File: src/rtl/booth_mult_seq.sv
// Iterative radix-4 Booth multiplier with valid/ready handshakes, one partial product per clock.
// Optional macro BOOTH_EARLY_ZERO_EN: a zero operand skips CALC and goes straight to DONE.
module booth_mult_seq #(
  parameter int WIDTH = 16
) (
  input  logic                 clk,
  input  logic                 rst,
  input  logic                 in_valid,
  output logic                 in_ready,
  input  logic [WIDTH-1:0]     A,
  input  logic [WIDTH-1:0]     B,
  input  logic                 alu_signed,
  output logic                 out_valid,
  input  logic                 out_ready,
  output logic [2*WIDTH-1:0]   PROD_RESULT,
  output logic                 neg_flag,
  output logic                 zero_flag
);

  localparam int ITER = WIDTH/2 + 1;
  localparam int AW   = 2*WIDTH + 4;
  localparam int CW   = $clog2(ITER + 1);
`ifdef BOOTH_EARLY_ZERO_EN
  localparam bit EARLY_ZERO = 1'b1;
`else
  localparam bit EARLY_ZERO = 1'b0;
`endif

  typedef enum logic [1:0] {IDLE, CALC, DONE} state_t;

  state_t          state, state_next;
  logic [AW-1:0]   acc, mcand, pp, acc_sum, a_ext;
  logic [WIDTH+2:0] mplier, b_ext;
  logic [CW-1:0]   iter_cnt;
  logic            signed_q;
  logic            accept, last_iter, zero_operand;

  assign accept       = in_valid && in_ready;
  assign last_iter    = (iter_cnt == CW'(ITER - 1));
  assign zero_operand = EARLY_ZERO && ((A == '0) || (B == '0));

  // Multiplier carries an appended 0 at the bottom so bits [2:0] are always the current triplet.
  assign a_ext   = {{(AW-WIDTH){alu_signed & A[WIDTH-1]}}, A};
  assign b_ext   = {{2{alu_signed & B[WIDTH-1]}}, B, 1'b0};
  assign acc_sum = acc + pp;

  always_comb begin
    pp = '0;
    case (mplier[2:0])
      3'b001, 3'b010: pp = mcand;
      3'b011:         pp = mcand << 1;
      3'b100:         pp = -(mcand << 1);
      3'b101, 3'b110: pp = -mcand;
      default:        pp = '0;
    endcase
  end

  always_ff @(posedge clk) begin
    if (rst) state <= IDLE;
    else     state <= state_next;
  end

  always_comb begin
    state_next = state;
    case (state)
      IDLE:    if (accept) state_next = zero_operand ? DONE : CALC;
      CALC:    if (last_iter) state_next = DONE;
      DONE:    if (out_ready) state_next = IDLE;
      default: state_next = IDLE;
    endcase
  end

  always_comb begin
    in_ready  = (state == IDLE) && !rst;
    out_valid = (state == DONE);
  end

  // Multiplicand shifts left by two each step so the addend lands at weight 4^i.
  always_ff @(posedge clk) begin
    if (rst) begin
      acc         <= '0;
      mcand       <= '0;
      mplier      <= '0;
      iter_cnt    <= '0;
      signed_q    <= 1'b0;
      PROD_RESULT <= '0;
      neg_flag    <= 1'b0;
      zero_flag   <= 1'b0;
    end else begin
      case (state)
        IDLE: begin
          if (accept) begin
            acc      <= '0;
            mcand    <= a_ext;
            mplier   <= b_ext;
            iter_cnt <= '0;
            signed_q <= alu_signed;
            if (zero_operand) begin
              PROD_RESULT <= '0;
              neg_flag    <= 1'b0;
              zero_flag   <= 1'b1;
            end
          end
        end
        CALC: begin
          acc      <= acc_sum;
          mcand    <= mcand << 2;
          mplier   <= mplier >> 2;
          iter_cnt <= iter_cnt + CW'(1);
          if (last_iter) begin
            PROD_RESULT <= acc_sum[2*WIDTH-1:0];
            neg_flag    <= signed_q & acc_sum[2*WIDTH-1];
            zero_flag   <= (acc_sum[2*WIDTH-1:0] == '0);
          end
        end
        default: ;
      endcase
    end
  end

endmodule
File: config.mk
export PLATFORM = sky130hd
export DESIGN_NAME = booth_mult_seq
export DESIGN_NICKNAME = d
export VERILOG_FILES = /design/src/rtl/booth_mult_seq.sv
export SDC_FILE = /design/constraint.sdc
export NUM_CORES = 1
export LEC_CHECK = 0
export BUFFER_PORTS_ARGS = -buffer_cell sky130_fd_sc_hd__buf_4
export CELL_PAD_IN_SITES_DETAIL_PLACEMENT = 0
export CELL_PAD_IN_SITES_GLOBAL_PLACEMENT = 1
export CORE_ASPECT_RATIO = 1.25
export CORE_MARGIN = 2
export CORE_UTILIZATION = 40
export DETAILED_ROUTE_END_ITERATION = 8
export GPL_ROUTABILITY_DRIVEN = 1
export MAX_ROUTING_LAYER = met4
export PLACE_DENSITY_LB_ADDON = 0.1
export SYNTH_ARGS = -nofsm -noshare
export SYNTH_HDL_FRONTEND = slang
export SYNTH_SLANG_ARGS = --single-unit
File: constraint.sdc
create_clock -name clk -period 14.65 [get_ports clk]
set_clock_uncertainty 0.15 [all_clocks]
set_input_delay 2.1975 -clock clk [delete_from_list [all_inputs] [get_ports clk]]
set_output_delay 2.1975 -clock clk [all_outputs]
set_load 0.02 [all_outputs]
==> impl_metrics.py <==
metrics = {
    "run_status": {
        "outcome": "complete, no violations",
    },
    "timing": {
        "slew_headroom_pct": 22.0,
        "rsz0062_at_grt": "false",
        "setup_tns_ns": 0,
        "fin_crit_sh_pct": 37.4,
        "tightest_slew_ns": 1.17,
        "final_critical_path_setup_slack_ns": 9.17,
        "fmax_mhz": 183,
        "setup_viol_count_final": 0,
        "hold_viol_final": 0,
        "slew_violations": 0,
        "period_minus_slack_ns": 5.48,
    },
    "synth": {
        "syn_nets": 1259,
        "synth_edf_count": 0,
        "synthDistinctLibCells": 70,
        "synth_warnings": 0,
        "synth_seq_area_share_pct": 29.1,
        "synth_area_um2": 8450,
        "synth-seq-cells": 123,
        "avgSynthCellArea_um2": 7.12,
        "synth_cells": 1186,
        "ys.flop_type": "dfxtp_1",
        "async_reset_ff_share_pct": 0,
    },
    "final_layout": {
        "final_layout_size_suffix_gt1_share_pct": 11.0,
        "final_common_cell": "nand2_1",
        "post-route-util_pct": 46.3,
        "area_delta_synth_final_pct": 13.6,
        "nNetsFinal": 1256,
        "final_area_um2": 9600,
        "layout_common_cells": "nand2_1 (216), nor2_1 (130), dfxtp_1 (123)",
        "antenna_cells": 0,
    },
    "global_routing": {
        "grt_pass1_wl_um": 41900,
        "antenna_found_initial": 0,
        "grt_remaining_overflow": 0,
        "grt_max_degree": 81,
        "track_usage_pct": 23.8,
        "grt_pass1_vias": 7871,
    },
    "power_and_ir_drop": {
        "p_leak_nw": 3.75,
        "ir_worst_vdd_uv": 79.3,
        "p_comb_share_pct": 23.8,
        "finalPower_mw": 1.02,
        "internal-power_mw": 0.686,
        "switchingPower_mw": 0.333,
        "cellPowerDensity_nw_per_um2": 106,
        "power_frac_seq_pct": 36.1,
        "p_clk_share_pct": 40.1,
        "swShare_pct": 32.7,
    },
    "cts": {
        "holdBufCountCts": 0,
        "post_cts_buffers": 0,
        "cts.htree.levels": 4,
        "cts-root-buf": "clkbuf_16",
        "post_cts_resized": 0,
        "cts_tree": "done",
        "clockBufferDepth": 2,
        "clkTransAtPathRegs_ns": 0.06,
        "cts_buffers": 17,
        "cts.sinks": 123,
        "clock_latency_ns": 0.42,
    },
    "floorplan": {
        "fp-row-count": 59,
        "core_area_um2": 20700,
        "io-pin-count": 73,
        "start_util_pct": 40.7,
        "die_width_um": 134,
        "die_area_um2": 22300,
        "die_y_um": 166,
    },
    "placed_design": {
        "placed_cell_area_um2": 9040,
        "dpl.hpwl_um": 17900,
        "placement.io_buffers": 72,
        "gp_congestion": 0.925,
        "pre_cts_ws_ns": 9.15,
    },
    "routing": {
        "wl_per_cell_um": 17.4,
        "routed_wl_um": 25500,
        "route.vias.total": 8386,
        "ant_nets": 0,
        "dr.pass1.iters": 5,
        "via_per_inst": 5.71,
        "dr.first_iter.drc_count": 600,
        "drc": 0,
    },
    "worst_setup_path": {
        "rr_endpoint": "zero_flag$_SDFFE_PP0P_",
        "slowest_stage": "nor3_1",
        "critPathArrivalTime_ns": 3.13,
        "ff2ff_setup_slack_ns": 9.27,
        "cpMostUsedCell": "buf_4",
        "worstReg2RegStart": "mcand[2]$_SDFFE_PP0P_",
        "criticalPathCategory": "in2out",
        "path_buf_inv": 2,
        "path_cells": "buf_4 > nor3_1 > buf_4",
        "cp_max_fo": 54,
        "reg2reg_depth": 16,
        "cp-end-kind": "output port",
        "worst_path_largest_cell_delay_ns": 0.43,
        "cp.required_ns": 12.30,
        "cp-start-kind": "input pin",
        "crit_cells": 3,
        "path_delay_family": "buffers and inverters",
    },
    "min_path": {
        "hold_path.startpoint": "PROD_RESULT[13]$_SDFFE_PP0P_",
        "holdPathEnd": "PROD_RESULT[13]$_SDFFE_PP0P_",
        "hold_class": "reg2reg",
        "min_path_cells": 2,
    },
    "run": {
        "cap_violations": 0,
    },
}
-- layer usage --
metal | share of wire (%) | track usage, %
met5 | 0 | -
met4 | 2.1 | 8.00
met3 | 3.1 | 2.56
met2 | 46 | 37.7
met1 | 48 | 31.5
-- how the worst max path moves through the flow --
stage,start,end,slack (ns)
finish,rst,in_ready,9.17
global route,mcand[2]$_SDFFE_PP0P_,zero_flag$_SDFFE_PP0P_,8.79
CTS,rst,in_ready,9.15
detailed placement,rst,in_ready,9.15
global placement,rst,in_ready,9.18
floorplan,rst,in_ready,9.42
-- worst register-to-register path: stages, from the launching register on --
cell and delay, ns:
dfxtp_1 0.39, nor4_2 0.60, nand4_1 0.32, or4_1 0.54, or4_1 0.48, nand2_1 0.12
xor2_1 0.15, o21ai_0 0.10, ha_1 0.47, nand3_1 0.13, nor4b_1 0.49, a21boi_1 0.41
nor2_1 0.09, a211oi_1 0.33, nor4bb_1 0.35, nand4_1 0.12, nand2_1 0.08
-- through the flow --
stage / cells / hold slack, ns
2_1_floorplan: 1186 / 0.290
3_3_place_gp: 1438 / 0.293
3_5_place_dp: 1438 / 0.298
4_1_cts: 1469 / 0.306
5_1_grt: 1469 / 0.319
6_report: 1469 / 0.302
-- registers in the layout (all words and copies together) (netlist names) --
name / cells
PROD_RESULT: 32
acc: 32
iter_cnt: 4
mcand: 32
mplier: 18
neg_flag: 1
signed_q: 1
state: 2
zero_flag: 1
-- logic make-up (layout without fill, tap and decap cells) --
| logic type | Yosys count | in the layout | synth area share, % |
|---|---|---|---|
| simple gates | 508 | 508 | 27.6 |
| mux | 3 | 3 | 0.355 |
| fa+ha+maj | 36 | 36 | 5.42 |
| flops | 123 | 123 | 29.1 |
| buf+inv | 122 | 131 | 5.54 |
| xor+xnor | 54 | 54 | 5.60 |
| compound gates | 340 | 340 | 26.4 |
-- synth_stat cells, drive strengths merged (12+ instances only) --
cell    count  area (µm²)
a211oi     16         120
a21o       19         143
a21oi      95         475
a22oi      29         223
a311oi     29         254
a31oi      26         163
buf        12        55.1
clkbuf     92         345
dfxtp     123        2460
ha         35         438
inv        18        67.6
nand2     217         815
nand3      46         235
nand4      14        87.6
nor2      130         488
nor3       16        80.1
o21ai      62         310
or3        13        86.3
or4        14         120
xnor2      32         280
xor2       22         193
-- final cells by class --
cell class	count	area, µm²
inverter	18	67.6
fill	2152	11100
clock buffer	22	474
timing repair buffer	82	616
tap	274	343
clock inverter	9	90.1
sequential	123	2460
multi-input combinational	941	5550
-- power by group through the flow --
stage / Clock [mW] / Sequential [mW] / Combinational (mW)
floorplan: 0 / 0.363 / 0.188
global placement: 0 / 0.374 / 0.241
detailed placement: 0 / 0.375 / 0.241
CTS: 0.419 / 0.367 / 0.242
global route: 0.429 / 0.370 / 0.270
finish: 0.408 / 0.368 / 0.243
Note: power is estimated with default switching activity, not from simulation.
